<file path="src/rtl/msrv_32_trap_sequencer.sv">
// msrv_32 machine-mode trap sequencer: exception/interrupt
// cause selection, trap entry and MRET return sequencing.
//
// Ports:
//   clk_in, rst_n_in         clock, async active-low reset
//   stall_in                 pipeline stall (freezes state/strobes)
//   illegal_instr_in,
//   misaligned_load_in,
//   misaligned_store_in,
//   misaligned_instr_in      exception flags
//   opcode_6_to_2_in, funct3_in, funct7_in,
//   rs1_addr_in, rs2_addr_in, rd_addr_in   instruction fields
//   mie_in                   mstatus.MIE
//   meie/mtie/msie_in,
//   meip/mtip/msip_in        interrupt enables / pending bits
//   trap_taken_out           trap accepted this cycle
//   pc_src_out               00 boot, 01 mepc, 10 vector, 11 next
//   flush_out                squash in-flight instruction
//   set_epc_out, set_cause_out   CSR write strobes
//   cause_out, i_or_e_out    latched trap cause / interrupt flag
//   mie_clear_out, mie_set_out   MIE save/restore strobes
//   instret_inc_out          instruction retired
//
// Build option: define MSRV32_INTERRUPTS_EN to enable interrupt
// detection; otherwise only exceptions and MRET are handled.

module msrv_32_trap_sequencer (
    input  logic       clk_in,
    input  logic       rst_n_in,
    input  logic       stall_in,
    input  logic       illegal_instr_in,
    input  logic       misaligned_load_in,
    input  logic       misaligned_store_in,
    input  logic       misaligned_instr_in,
    input  logic [4:0] opcode_6_to_2_in,
    input  logic [2:0] funct3_in,
    input  logic [6:0] funct7_in,
    input  logic [4:0] rs1_addr_in,
    input  logic [4:0] rs2_addr_in,
    input  logic [4:0] rd_addr_in,
    input  logic       mie_in,
    input  logic       meie_in,
    input  logic       mtie_in,
    input  logic       msie_in,
    input  logic       meip_in,
    input  logic       mtip_in,
    input  logic       msip_in,
    output logic       trap_taken_out,
    output logic [1:0] pc_src_out,
    output logic       flush_out,
    output logic       set_epc_out,
    output logic       set_cause_out,
    output logic [3:0] cause_out,
    output logic       i_or_e_out,
    output logic       mie_clear_out,
    output logic       mie_set_out,
    output logic       instret_inc_out
);

    localparam logic [1:0] ST_RESET       = 2'd0;
    localparam logic [1:0] ST_OPERATING   = 2'd1;
    localparam logic [1:0] ST_TRAP_TAKEN  = 2'd2;
    localparam logic [1:0] ST_TRAP_RETURN = 2'd3;

    localparam logic [1:0] PC_BOOT = 2'b00;
    localparam logic [1:0] PC_EPC  = 2'b01;
    localparam logic [1:0] PC_TRAP = 2'b10;
    localparam logic [1:0] PC_NEXT = 2'b11;

    logic [1:0] state;
    logic [1:0] next_state;

    // System instruction decode
    logic sys_base;
    logic is_ecall;
    logic is_ebreak;
    logic is_mret;

    assign sys_base = (opcode_6_to_2_in == 5'b11100) &&
                      (funct3_in == 3'b000) &&
                      (rs1_addr_in == 5'd0) &&
                      (rd_addr_in == 5'd0);

    assign is_ecall  = sys_base && (funct7_in == 7'd0) &&
                       (rs2_addr_in == 5'd0);
    assign is_ebreak = sys_base && (funct7_in == 7'd0) &&
                       (rs2_addr_in == 5'd1);
    assign is_mret   = sys_base && (funct7_in == 7'b0011000) &&
                       (rs2_addr_in == 5'b00010);

    logic exc_any;

    assign exc_any = misaligned_instr_in | illegal_instr_in |
                     is_ebreak | is_ecall |
                     misaligned_load_in | misaligned_store_in;

    // Interrupt detection
    logic irq_ext;
    logic irq_sw;
    logic irq_tmr;
    logic irq_pending;

`ifdef MSRV32_INTERRUPTS_EN
    assign irq_ext     = meie_in & meip_in;
    assign irq_sw      = msie_in & msip_in;
    assign irq_tmr     = mtie_in & mtip_in;
    assign irq_pending = mie_in & (irq_ext | irq_sw | irq_tmr);
`else
    logic unused_irq;
    assign unused_irq  = ^{mie_in, meie_in, mtie_in, msie_in,
                           meip_in, mtip_in, msip_in};
    assign irq_ext     = 1'b0;
    assign irq_sw      = 1'b0;
    assign irq_tmr     = 1'b0;
    assign irq_pending = 1'b0;
`endif

    // Cause selection: interrupts beat exceptions
    logic [3:0] cause_sel;
    logic       ioe_sel;

    always_comb begin
        cause_sel = 4'd0;
        ioe_sel   = 1'b0;
        if (irq_pending) begin
            ioe_sel = 1'b1;
            if (irq_ext) begin
                cause_sel = 4'd11;
            end else if (irq_sw) begin
                cause_sel = 4'd3;
            end else begin
                cause_sel = 4'd7;
            end
        end else if (misaligned_instr_in) begin
            cause_sel = 4'd0;
        end else if (illegal_instr_in) begin
            cause_sel = 4'd2;
        end else if (is_ebreak) begin
            cause_sel = 4'd3;
        end else if (is_ecall) begin
            cause_sel = 4'd11;
        end else if (misaligned_load_in) begin
            cause_sel = 4'd4;
        end else if (misaligned_store_in) begin
            cause_sel = 4'd6;
        end
    end

    logic in_operating;
    logic accept;

    assign in_operating = (state == ST_OPERATING);
    assign accept = in_operating & !stall_in &
                    (exc_any | irq_pending);

    // Next-state logic; a trap outranks a simultaneous MRET
    always_comb begin
        next_state = state;
        case (state)
            ST_RESET: begin
                next_state = ST_OPERATING;
            end
            ST_OPERATING: begin
                if (accept) begin
                    next_state = ST_TRAP_TAKEN;
                end else if (is_mret && !stall_in) begin
                    next_state = ST_TRAP_RETURN;
                end
            end
            ST_TRAP_TAKEN,
            ST_TRAP_RETURN: begin
                if (!stall_in) begin
                    next_state = ST_OPERATING;
                end
            end
            default: begin
                next_state = ST_RESET;
            end
        endcase
    end

    always_ff @(posedge clk_in or negedge rst_n_in) begin
        if (!rst_n_in) begin
            state      <= ST_RESET;
            cause_out  <= 4'd0;
            i_or_e_out <= 1'b0;
        end else begin
            state <= next_state;
            if (accept) begin
                cause_out  <= cause_sel;
                i_or_e_out <= ioe_sel;
            end
        end
    end

    // State-decoded outputs; strobes gated by stall
    always_comb begin
        pc_src_out    = PC_BOOT;
        flush_out     = 1'b1;
        set_epc_out   = 1'b0;
        set_cause_out = 1'b0;
        mie_clear_out = 1'b0;
        mie_set_out   = 1'b0;
        case (state)
            ST_RESET: begin
                pc_src_out = PC_BOOT;
                flush_out  = 1'b1;
            end
            ST_OPERATING: begin
                pc_src_out = PC_NEXT;
                flush_out  = 1'b0;
            end
            ST_TRAP_TAKEN: begin
                pc_src_out    = PC_TRAP;
                flush_out     = 1'b1;
                set_epc_out   = !stall_in;
                set_cause_out = !stall_in;
                mie_clear_out = !stall_in;
            end
            ST_TRAP_RETURN: begin
                pc_src_out  = PC_EPC;
                flush_out   = 1'b1;
                mie_set_out = !stall_in;
            end
            default: begin
                pc_src_out = PC_BOOT;
                flush_out  = 1'b1;
            end
        endcase
    end

    assign trap_taken_out  = accept;
    assign instret_inc_out = in_operating & !stall_in & !accept;

endmodule

</file>
<file path="config.mk">
export PLATFORM = sky130hd
export DESIGN_NAME = msrv_32_trap_sequencer
export DESIGN_NICKNAME = d
export VERILOG_FILES = /design/src/rtl/msrv_32_trap_sequencer.sv
export SDC_FILE = /design/constraint.sdc
export NUM_CORES = 1
export LEC_CHECK = 0
export CORE_AREA = 2 2 46 48
export CTS_CLUSTER_DIAMETER = 30
export DETAILED_ROUTE_END_ITERATION = 6
export DIE_AREA = 0 0 48 50
export PLACE_DENSITY = 0.81
export SLEW_MARGIN = 40
export SYNTH_ARGS = -nofsm -noshare
export SYNTH_HDL_FRONTEND = slang
export SYNTH_SLANG_ARGS = --single-unit
</file>
<file path="constraint.sdc">
create_clock -name clk_in -period 2.3 [get_ports clk_in]
set_input_delay 0.23 -clock clk_in [delete_from_list [all_inputs] [get_ports clk_in]]
set_output_delay 0.23 -clock clk_in [all_outputs]
set_load 0.05 [all_outputs]
</file>
==> results of run 1 <==
[logic make-up (layout without fill, tap and decap cells)]
logic type,count (synthesis),in the layout,synth area share (%)
other,1,1,0.714
buffers and inverters,8,65,7.86
and+or+nand+nor,34,34,36.7
DFF,6,6,28.6
adders and majority gates,5,5,11.9
AOI/OAI and AO/OA,11,11,14.3
[state kept, by name (all words and copies together) (netlist names)]
signal and count:
state 2, cause_out 4
[layer usage]
metal	part of all wire, %	up-vias	wire length [um]
li1	-	347	-
met1	30	316	581
met2	54	38	1060
met3	14	4	278
met4	1.9	0	38
met5	0	-	0
[path summary, 6_finish.rpt]
path / to / depth (start not counted)
worst max-delay path: trap_taken_out / 7
worst min-delay path: cause_out[3] / 1
worst max register to register: cause_out[3] / 5
worst min register to register: cause_out[1] / 1
max in group asynchronous: cause_out[0] / 1
min in group clk_in: cause_out[1] / 1
[what timing repair did]
action / CTS / global route
resized for setup: 4 / 14
setup buffers: 1 / 2
setup endpoints to repair: 1 / 3
pin swaps: 4 / 8
[report_power, final]
group | leakage, uW | internal [uW] | total (uW) | switching, uW
combinational | 0.000484 | 274 | 717 | 443
sequential | 0.0000760 | 140 | 167 | 26.5
clock | 0.0000138 | 59.2 | 100 | 40.8
[cells in the mapped netlist, types with 2 or more instances]
cell type	n	area, sq um
buf_4	3	22.5
o21ai_0	4	20.0
nand4_1	3	18.8
nand2_1	2	7.51
a21o_1	2	15.0
inv_1	5	18.8
nor2b_1	2	12.5
a21oi_1	2	10.0
nor3_1	3	15.0
dfrtp_1	6	150
or3_1	2	12.5
or4_1	2	15.0
ha_1	5	62.6
nor4_1	6	37.5
nor2_1	11	41.3
[metrics by stage]
step                total power (uW)  cells  cell area [sq um]  setup WS (ns)  utilization (%)
floorplan                        617     65                526          0.194                -
global placement                 867    143               1060         -0.125             56.0
detailed placement               883    143               1060         -0.131             56.0
CTS                              989    147               1110        0.00535             58.4
global route                    1040    149               1180        -0.0641             61.8
finish                           983    149               1180         0.0429             61.8
[cell type report]
type	instances	area [sq um]	area share [%]
Clock buffer	3	22.5	1.91
Inverter	5	18.8	1.60
Multi-Input combinational cell	51	375	31.9
Sequential cell	6	150	12.8
Tap cell	27	33.8	2.87
Timing Repair Buffer	57	576	48.9
==> results.ini, run 1 <==
[floorplanning]
dieArea_sq_mm=0.00240
core.rowCount=16
ios=58
initial_core_util_pct=27.6
coreArea_sq_mm=0.00190
die_w_um=48
fp.dieH_um=50

[sta]
relSlewSlack_pct=65.3
fin_crit_sh_pct=98.1
finalSetupTns_ns=0
worst_pin_slew_ns=0.518
setup_viol=0
fmax_ghz=0.443
period_needed_ns=2.26
fin_skew_ns=0.00364
final-hold-violation-count=0
holdWs_ns=0.214
report.final.slew_viol_count=0

[clock_network]
tritoncts=yes
cts_root_buf=clkbuf_4
cts_made_buffers=3
cts_sinks=6
path_clk_slew_ns=0.05
ctsHoldBuffers=0
cts_max_level=1
worstSkewPairLatency_ns=0.25
cts_buffer_depth=2

[worst_setup_path]
cp.arrival_ns=2.03
crit_buf_inv=3
worstPathMaxFanout=2
critPathCaptureType=output pin
crit-reg2reg-launch=state[1]
critPathTopFamily=simple AND/OR/NAND/NOR gates
crit_chain=clkdlybuf4s50_1 > nor4b_4 > nand4_1 > or4_4 > a21o_1 > inv_2 > buf_12
crit_required_ns=2.07
path_class=input pin to output pin
r2r_slack_ns=0.75
start_kind=input pin
cp_slowest_cell=or4_4
setup.worst_path.start=opcode_6_to_2_in[2]
slowest_delay_ns=0.57

[yosys]
yosysSeqAreaShare_pct=28.6
ys_warn_count=0
synth_fp_nets=114
ys_ff_latch=6
synth_cell_type_count=22
syn-cell-area_sq_um=526
synth_edf_count=0
synthCells=65
yosys_most_used_dff=dfrtp_1
async_flop_share_pct=100
syn_avg_cell_area_sq_um=8.08

[global_route]
grt_use_met3_pct=4.76
grt_max_degree=9
grt_busiest_layer=met2
gr-usage-met2_pct=28.2
grt_antenna_before_repair=0
grt_overflow_total=0
grt_pass1_wl_um=2500
use_met1_pct=12.1
grt_pass1_vias=673
grt_util_all_layers_pct=14.8

[status]
status=finished, final reports clean

[hold_path]
hold_path_class=input pin to async pin

[drt]
detail_route.wl_per_cell_um=13.1
drt_iter0_markers=1
ant_nets=0
drtPass1Iterations=2
wl_um=1960
drc=0
viasPerCell=4.73
via_count=705

[finish]
areaGrowthSynthToFinish_pct=124
fill_cells=144
diodes=0
layout_common_cells=34 x clkdlybuf4s50_1, 12 x buf_4, 11 x nor2_1, 10 x dlymetal6s2s_1, 6 x dfrtp_1
layout-drive-gt1-share_pct=21.3
finalNetCount=173
mostFrequentLayoutCell=clkdlybuf4s50_1

[power_and_ir_drop]
leakage_uw=0.000574
vdd_ir_drop_max_v=0.000489
power.density_cell_area_mw_per_mm2=836

[job]
maxCapViolCount=0

[placement]
hpwl_um=1540
gp_congestion=0.767
portBuffers=49

(Power assumes the default switching activity.)
==> run 2, diff against run 1 <==
--- a/config.mk
+++ b/config.mk
@@ -9,7 +9,7 @@
 export CTS_CLUSTER_DIAMETER = 30
 export DETAILED_ROUTE_END_ITERATION = 6
 export DIE_AREA = 0 0 48 50
-export PLACE_DENSITY = 0.81
+export PLACE_DENSITY = 0.79
 export SLEW_MARGIN = 40
 export SYNTH_ARGS = -nofsm -noshare
 export SYNTH_HDL_FRONTEND = slang
==> run 2 against run 1 <==
Combinational power fell by 0.6%. Final cell count fell by 0.67%. First-iteration DRC count rose to 13 times the previous value. Via count fell by 0.43%. Core utilization fell by 0.33 points. Sequential cell count did not move. Total power fell by 1.1%. Non-clock buffer count fell by 1. Worst hold slack improved by 0.011 ns. Fmax barely moved. Register-to-register slack got worse by 0.03 ns.
==> results.ini, run 2 (synthesis results as in run 1) <==
[job]
maxCapViolCount=0  ; unchanged

[global_route]
grt_overflow_total=0  ; unchanged
grt_max_degree=9  ; unchanged
grt_util_all_layers_pct=16.9  ; +2.1 points
grt_antenna_before_repair=0  ; unchanged
grt_pass1_vias=725  ; +7.7%
grt_pass1_wl_um=2880  ; +15%

[placement]
pre_cts_slack_ns=-0.108  ; +0.0223 ns
gp_congestion=0.744  ; -3.1%
hpwl_um=1560  ; +1.4%
placed_cell_area_sq_mm=0.00106  ; unchanged
portBuffers=49  ; unchanged
placed_cells=143  ; unchanged

[finish]
regMostFlops=cause_out
areaGrowthSynthToFinish_pct=123
stdcell_count=148  ; -0.67%
reg_top3=cause_out x4, state x2
layout-drive-gt1-share_pct=20.7  ; -0.65 points
fill_cells=149  ; +3.5%
largest_reg_flops=4  ; unchanged
layout_common_cells=34 x clkdlybuf4s50_1, 11 x nor2_1, 11 x buf_4, 10 x dlymetal6s2s_1, 6 x dfrtp_1
design_area_sq_mm=0.00117  ; -0.53%
mostFrequentLayoutCell=clkdlybuf4s50_1
diodes=0  ; unchanged
finalNetCount=172  ; -0.58%

[power_and_ir_drop]
power_frac_comb_pct=73.3  ; +0.4 points
intPower_uw=473  ; -0.15%
power.density_cell_area_mw_per_mm2=832  ; -0.55%
clkPwrFrac_pct=9.5  ; -0.7 points
swShare_pct=51.4  ; -0.45 points
vdd_ir_drop_max_v=0.000751  ; +54%
p_seq_share_pct=17.2  ; +0.2 points
p_switching_uw=500  ; -1.9%
leakage_uw=0.000577  ; +0.54%

[floorplanning]
coreArea_sq_mm=0.00190  ; unchanged
core.rowCount=16  ; unchanged
ios=58  ; unchanged
initial_core_util_pct=27.6  ; unchanged
fp.dieH_um=50  ; unchanged
dieArea_sq_mm=0.00240  ; unchanged
die_w_um=48  ; unchanged

[sta]
setup_viol=0  ; unchanged
report.final.slew_viol_count=0  ; unchanged
fin_crit_sh_pct=98.1  ; about the same
fin_ws_ns=0.0445  ; +0.00163 ns
fin_skew_ns=0.000106  ; -0.00354 ns
holdWs_ns=0.225  ; +0.0107 ns
worst_pin_slew_ns=0.499  ; -0.0196 ns
final-hold-violation-count=0  ; unchanged
fmax_ghz=0.443  ; about the same
period_needed_ns=2.26  ; -0.00163 ns
relSlewSlack_pct=66.6  ; +1.3 points

[worst_setup_path]
slowest_delay_ns=0.55  ; -0.02 ns
path_class=input pin to output pin
cp.arrival_ns=2.03  ; about the same
r2r_slack_ns=0.72  ; -0.03 ns
reg2regPathDepth=5  ; unchanged
crit_required_ns=2.07  ; about the same
critPathCaptureType=output pin
cp_slowest_cell=or4_4
worstPathMaxFanout=2  ; unchanged
crit-reg2reg-launch=state[1]
crit_chain=clkdlybuf4s50_1 > nor4b_2 > nand4_1 > or4_4 > a21o_1 > inv_2 > buf_12
r2r-end=cause_out[3]
start_kind=input pin

[clock_network]
tritoncts=yes
cts_made_buffers=3  ; unchanged
cts_root_buf=clkbuf_4
path_clk_slew_ns=0.04  ; about the same
cts_buffer_depth=2  ; unchanged
cts_sinks=6  ; unchanged
worstSkewPairLatency_ns=0.24  ; about the same
cts_max_level=1  ; unchanged
ctsHoldBuffers=0  ; unchanged

[drt]
wl_um=1960  ; +0.26%
viasPerCell=4.74  ; +0.25%
detail_route.wl_per_cell_um=13.3  ; +0.93%
via_count=702  ; -0.43%
drc=0  ; unchanged
ant_nets=0  ; unchanged
drtPass1Iterations=4  ; +2
drt_iter0_markers=13  ; +12

[hold_path]
hold_path_class=input pin to async pin

[status]
status=finished, final reports clean

==> run 2: cell count changes in the layout (fill, tap and decap cells not counted), sizes merged <==
cell	previous run	this run
buf	13	12
==> run 2: timing repair <==
action,4_1_cts,5_1_grt
gates resized for setup,4,14
setup buffers,2,0
pin swaps,6,8
setup endpoints to repair,1,4
cloned,0,0
==> run 2: power by group through the flow <==
stage	Sequential [uW]	Clock (uW)	Combinational (uW)
finish	167	92.7	713
global route	173	110	758
CTS	167	98.1	720
detailed placement	169	0	715
global placement	167	0	701
floorplan	225	0	392
==> run 2: stage by stage <==
stage | power (uW) | utilization, % | TNS [ns]
after floorplan | 617 | - | 0
after global placement | 867 | 56.0 | -0.306
after detailed placement | 883 | 56.0 | -0.291
after CTS | 986 | 58.8 | 0
after global routing | 1040 | 61.5 | -0.0114
final | 973 | 61.5 | 0
==> run 2: routing by layer <==
layer  routed length [um]  GRT usage [%]
met1                  663           15.4
met2                 1050           32.2
met3                  247           4.76
met4                    0           6.31
met5                    0              0
==> run 2: critical path, delay by kind of cell <==
kind	cells	cell delay, ns
and+or+nand+nor	3	0.93
buffers and inverters	3	0.66
AOI/OAI and AO/OA	1	0.19
==> run 2: worst max-delay path by stage <==
| stage | to | from | slack (ns) |
|---|---|---|---|
| floorplan | instret_inc_out | state[1] | 0.19 |
| global placement | trap_taken_out | rd_addr_in[3] | -0.12 |
| detailed placement | trap_taken_out | funct3_in[0] | -0.11 |
| CTS | trap_taken_out | rs2_addr_in[4] | 0.02 |
| global route | trap_taken_out | opcode_6_to_2_in[2] | -0.01 |
| finish | trap_taken_out | opcode_6_to_2_in[2] | 0.04 |
==> run 2: area by class of cell <==
| cell class | count | area (sq um) | share of cell area, % |
|---|---|---|---|
| repair buffers | 56 | 568 | 48.6 |
| multi-input cells | 51 | 377 | 32.2 |
| flip-flops and latches | 6 | 150 | 12.8 |
| well taps | 27 | 33.8 | 2.89 |
| clock buffers | 3 | 22.5 | 1.93 |
| inverters | 5 | 18.8 | 1.60 |
==> RTL edit 1, RTL diff (config.mk and constraints of run 2) <==
Add a define of `MSRV32_INTERRUPTS_EN`.
--- a/src/rtl/msrv_32_trap_sequencer.sv
+++ b/src/rtl/msrv_32_trap_sequencer.sv
@@ -24,4 +24,6 @@
 // Build option: define MSRV32_INTERRUPTS_EN to enable interrupt
 // detection; otherwise only exceptions and MRET are handled.
+
+`define MSRV32_INTERRUPTS_EN
 
 module msrv_32_trap_sequencer (
Behaviour: not the same (a bounded check fails within 4 cycles, from zero or initial values and one cycle with rst_n_in low).
==> RTL edit 1 against run 2 <==
Area after synthesis up 14%. Via count grew 3.6%. Power grew 23%. Setup slack improved by 0.030 ns. Design area increased by 11%. Routed wire length grew 1.6%. Sequential cell count grew 1. Fmax is 1.3% higher.
==> RTL edit 1: results (changes against run 2) <==
The design internal power came out at 0.618 mW (was 0.473 mW). The met1 layer usage reported by global route was 0.222 (was 0.154). The setup clock skew after layout was 0.00228 ns (was 0.000106 ns). The number of fill cells in the layout was 157 (was 149). The worst endpoint data arrival time is 2.00 ns (was 2.03 ns). The pin count of the biggest net entering global routing came to 8 (was 9). The starting DRC count in detailed routing is 3 (was 13). Status: finished clean (unchanged). The highest cell delay on the worst timing path came out at 0.52 ns (was 0.55 ns). The compound-cell area share of the yosys netlist is 0.219 (was 0.143). The estimated wirelength of the detail-placed design came out at 1.69 mm (was 1.56 mm).

The global routing usage on met2 was 0.331 (was 0.322). The weighted congestion reported at the end of routability-driven placement is 0.768 (was 0.744). The worst-margin pin slew is 0.501 ns (was 0.499 ns). The routed metal-1 wire length came to 788 µm (was 663 µm). The sequential element share of the synthesized area came out at 0.292 (was 0.286). The wire length of the first global-routing pass is 3.28 mm (was 2.88 mm). The met3 global-route usage is 0.0220 (was 0.0476).

Top flop regs: cause_out (4), state (2), i_or_e_out (1) (was cause_out (4), state (2)). The proportion of netlist area held by the largest area contributor came out at 0.292 (was 0.286). The routed length on met2 is 1.09 mm (was 1.05 mm). The number of nets in the layout came out at 179 (was 172). Leading cell types by total area after synthesis: sky130_fd_sc_hd__dfrtp_1, sky130_fd_sc_hd__ha_1, sky130_fd_sc_hd__nor4_1, sky130_fd_sc_hd__mux2_2, sky130_fd_sc_hd__inv_1 (was sky130_fd_sc_hd__dfrtp_1, sky130_fd_sc_hd__ha_1, sky130_fd_sc_hd__nor2_1, sky130_fd_sc_hd__nor4_1, sky130_fd_sc_hd__buf_4). The static power due to leakage is 0.529 nW (was 0.577 nW).

The multiplexer fraction of the synthesized cell area came out at 0.0562 (was 0). The post-synthesis net count is 113 (was 114). The quantity of I/O buffers inserted on ports is 57 (was 49). The largest vdd supply drop came out at 0.722 mV (was 0.751 mV).

The uppermost layer routed is met4 (was met3). The all-layer global routing usage came out at 0.189 (was 0.169). The via count of the first global-routing pass came out at 797 (was 725).
RTL edit 1: cell count changes after synthesis, sizes merged, moves of 2 or more:
cell / delta
mux2: +3
nor3: -2
o21ai: -2
nand3: +2
nor4: -2
a21o: -2
nand4: -2
nor2: -8
or2: +2
o21bai: +2
RTL edit 1: per-stage QoR:
stage                     area (µm²)  hold slack (ns)   util  TNS (ns)  cells
final                           1290            0.239  0.680         0    157
after global routing            1290            0.244  0.680         0    157
after CTS                       1280            0.242  0.672    -0.174    157
after detailed placement        1230            0.492  0.645     -3.40    151
after global placement          1230            0.503  0.645     -3.09    151
after floorplan                  612          -0.0656      -    -0.648     65
RTL edit 1: final cells by class:
type,count,share of cell area
repair buffers,64,0.481
inverters,5,0.0145
well taps,27,0.0261
clock buffers,4,0.0203
flip-flops and latches,7,0.135
multi-input cells,50,0.323
RTL edit 1: timing repair:
item	4_1_cts	5_1_grt
gates resized for setup	17	3
endpoints found under the hold margin	0	0
setup endpoints to repair	9	7
pin swaps	5	2
buffers inserted	2	0
RTL edit 1: power groups by stage:
stage | registers, mW | clock network, mW | logic (mW)
after floorplan | 0.360 | 0 | 0.402
after global placement | 0.219 | 0 | 0.851
after detailed placement | 0.218 | 0 | 0.862
after CTS | 0.217 | 0.114 | 0.874
after global routing | 0.228 | 0.126 | 0.919
final | 0.216 | 0.110 | 0.871
RTL edit 1: final timing paths:
kind / startpoint / to / cells past startpoint
max reg2reg: state[1] / state[1] / 7
max: rd_addr_in[4] / instret_inc_out / 8
max in group asynchronous: rst_n_in / state[0] / 1
min in group clk_in: rd_addr_in[4] / state[0] / 4
min: rst_n_in / i_or_e_out / 1
min reg2reg: i_or_e_out / i_or_e_out / 1
==> RTL edit 2, RTL diff (settings of run 2) <==
Made on the original files. Make the reset (`rst_n_in`) synchronous in one clocked block. Comments in the files are not updated.
--- a/src/rtl/msrv_32_trap_sequencer.sv
+++ b/src/rtl/msrv_32_trap_sequencer.sv
@@ -180,5 +180,5 @@
     end
 
-    always_ff @(posedge clk_in or negedge rst_n_in) begin
+    always_ff @(posedge clk_in) begin
         if (!rst_n_in) begin
             state      <= ST_RESET;
Check against the original RTL: differs if rst_n_in is asserted again (counterexample within 4 cycles, from zero or initial values and one cycle with rst_n_in low); with rst_n_in held inactive, the same outputs for 10 cycles.
==> RTL edit 2 against run 2 <==
Sequential cell count stayed put. Setup slack better by 0.059 ns. Final cell count is 1.4% lower. Sequential share of layout area is 1.8 points lower. Design area is 7.2% lower. First-iteration DRC count is 46% lower. Area after synthesis is 2.1% lower. Routed wire length is 16% lower.
Power is not compared: it rests on default switching activity, and its combinational part moved more than twofold at a synthesized area within 25%.
==> RTL edit 2: results (changes against run 2) <==
The number of nets in the layout came out at 170 (was 172). The worst max-slew margin expressed relative to the limit came out at 0.658 (was 0.666). Leading cell types by total area after synthesis: sky130_fd_sc_hd__dfxtp_1, sky130_fd_sc_hd__ha_1, sky130_fd_sc_hd__nor2_1, sky130_fd_sc_hd__nor4_1, sky130_fd_sc_hd__buf_4 (was sky130_fd_sc_hd__dfrtp_1, sky130_fd_sc_hd__ha_1, sky130_fd_sc_hd__nor2_1, sky130_fd_sc_hd__nor4_1, sky130_fd_sc_hd__buf_4). The number of search-and-repair iterations in the first detailed-routing pass is 4 (unchanged). The quantity of I/O buffers inserted on ports is 49 (unchanged).

The path category of the worst min-delay check is reg -> reg (was in -> async). The sequential element share of the synthesized area came out at 0.234 (was 0.286). The clock tree root driver cell is sky130_fd_sc_hd__clkbuf_4 (unchanged). The fraction of layout cells with a size suffix above 1 was 0.193 (was 0.207).

The routed wire length came to 1.65 mm (was 1.96 mm). The depth of the CTS H-tree came out at 1 (unchanged). The pin count of the biggest net entering global routing came to 9 (unchanged).

The number of antenna violations at the first check in global routing is 0 (unchanged). The overall via count from detail_route was 654 (was 702). The cell count after placement came out at 142 (was 143). For this design the static power due to leakage is 0.435 nW. The number of fill cells in the layout is 190 (was 149). The power per standard cell area came out at 366 mW/mm². The mean instance size in the synthesized netlist is 7.79 µm² (was 8.08 µm²). The number of non-filler instances in the completed layout is 146 (was 148).

The dominant register cell in the synthesized netlist is sky130_fd_sc_hd__dfxtp_1 (was sky130_fd_sc_hd__dfrtp_1). Most frequent cells after synthesis: sky130_fd_sc_hd__nor2_1, sky130_fd_sc_hd__dfxtp_1, sky130_fd_sc_hd__ha_1, sky130_fd_sc_hd__nor4_1 (was sky130_fd_sc_hd__nor2_1, sky130_fd_sc_hd__dfrtp_1, sky130_fd_sc_hd__nor4_1). The antenna diode count is 0 (unchanged). The setup clock skew after layout is 0.00282 ns (was 0.000106 ns).

The starting DRC count in detailed routing is 7 (was 13). The via count of the first global-routing pass was 612 (was 725). The wire length of the first global-routing pass came out at 2.58 mm (was 2.88 mm). The weighted congestion reported at the end of routability-driven placement is 0.773 (was 0.744).

The largest vdd supply drop is 0.238 mV. Top flop regs: cause_out (4), state (2) (unchanged). The worst endpoint data arrival time came to 1.97 ns (was 2.03 ns). The total number of yosys warnings came to 0 (unchanged). The clock-pin slew reported for the worst setup and hold paths after clock tree synthesis came out at 0.05 ns. The post-synthesis net count is 115 (was 114).

The estimated wirelength of the detail-placed design is 1.43 mm (was 1.56 mm). The all-layer global routing usage is 0.149 (was 0.169). Status: finished clean (unchanged). The number of different library cells in the post-synthesis netlist is 27 (was 22). The async set-reset flop share out of synthesis came out at 0 (was 1.00).

The TritonCTS buffer count is 3 (unchanged). Clock latency on the worst-skew pair, taken at its later pin, is 0.25 ns. The worst-case clock buffer depth came out at 2 (unchanged). The maximum fanout along the worst path came out at 4 (was 2).
## RTL edit 2: final timing paths
| check | endpoint | start | slack [ns] | cells past startpoint |
|---|---|---|---|---|
| worst max-delay path | trap_taken_out | rd_addr_in[4] | 0.10 | 6 |
| worst min-delay path | cause_out[0] | cause_out[0] | 0.47 | 2 |
| worst max register to register | cause_out[3] | state[1] | 0.59 | 5 |
| worst min register to register | cause_out[0] | cause_out[0] | 0.47 | 2 |
## RTL edit 2: layer usage
metal	up-vias	wire, µm	track usage
met2	24	832	0.251
met1	284	689	0.166
met3	0	126	0.0806
met4	0	0	0.0135
li1	346	-	-
met5	-	0	0
## RTL edit 2: power breakdown
group	switching (mW)	total [mW]	internal (mW)
sequential	0.00487	0.114	0.110
combinational	0.0868	0.181	0.0939
clock	0.0429	0.102	0.0594
total	0.135	0.397	0.263
## RTL edit 2: critical path, cell delays in order
cell and delay [ns]:
sky130_fd_sc_hd__buf_6 0.09, sky130_fd_sc_hd__or4_4 0.52, sky130_fd_sc_hd__or4_1 0.40, sky130_fd_sc_hd__or3_4 0.38
sky130_fd_sc_hd__a21oi_4 0.19, sky130_fd_sc_hd__buf_12 0.15
## RTL edit 2: repair_timing
| action | in CTS | in global routing |
|---|---|---|
| gates resized for setup | 15 | 1 |
| endpoints found under the hold margin | 0 | 0 |
| pin swaps | 5 | 3 |
| setup buffers | 1 | 0 |
| setup endpoints to repair | 4 | 4 |
## RTL edit 2: cell type report
type | count | area [µm²] | share of cell area
inverter | 4 | 15.0 | 0.0138
multi-input combinational | 53 | 378 | 0.348
clock buffer | 3 | 22.5 | 0.0207
timing repair buffer | 53 | 517 | 0.476
sequential | 6 | 120 | 0.111
tap | 27 | 33.8 | 0.0311
## RTL edit 2: metrics by stage
step / area, µm² / setup slack, ns / setup TNS, ns
2_1_floorplan: 526 / 0.140 / 0
3_3_place_gp: 1050 / -0.297 / -1.46
3_5_place_dp: 1050 / -0.317 / -1.56
4_1_cts: 1080 / 0.000457 / 0
5_1_grt: 1090 / 0.0231 / 0
6_report: 1090 / 0.104 / 0
## RTL edit 2: cell families after synthesis
group / synth area share
flip-flops: 0.234
buffers and inverters: 0.0730
adder cells (fa/ha/maj): 0.122
AND/OR/NAND/NOR: 0.404
other: 0.00729
AO/OA/AOI/OAI: 0.161
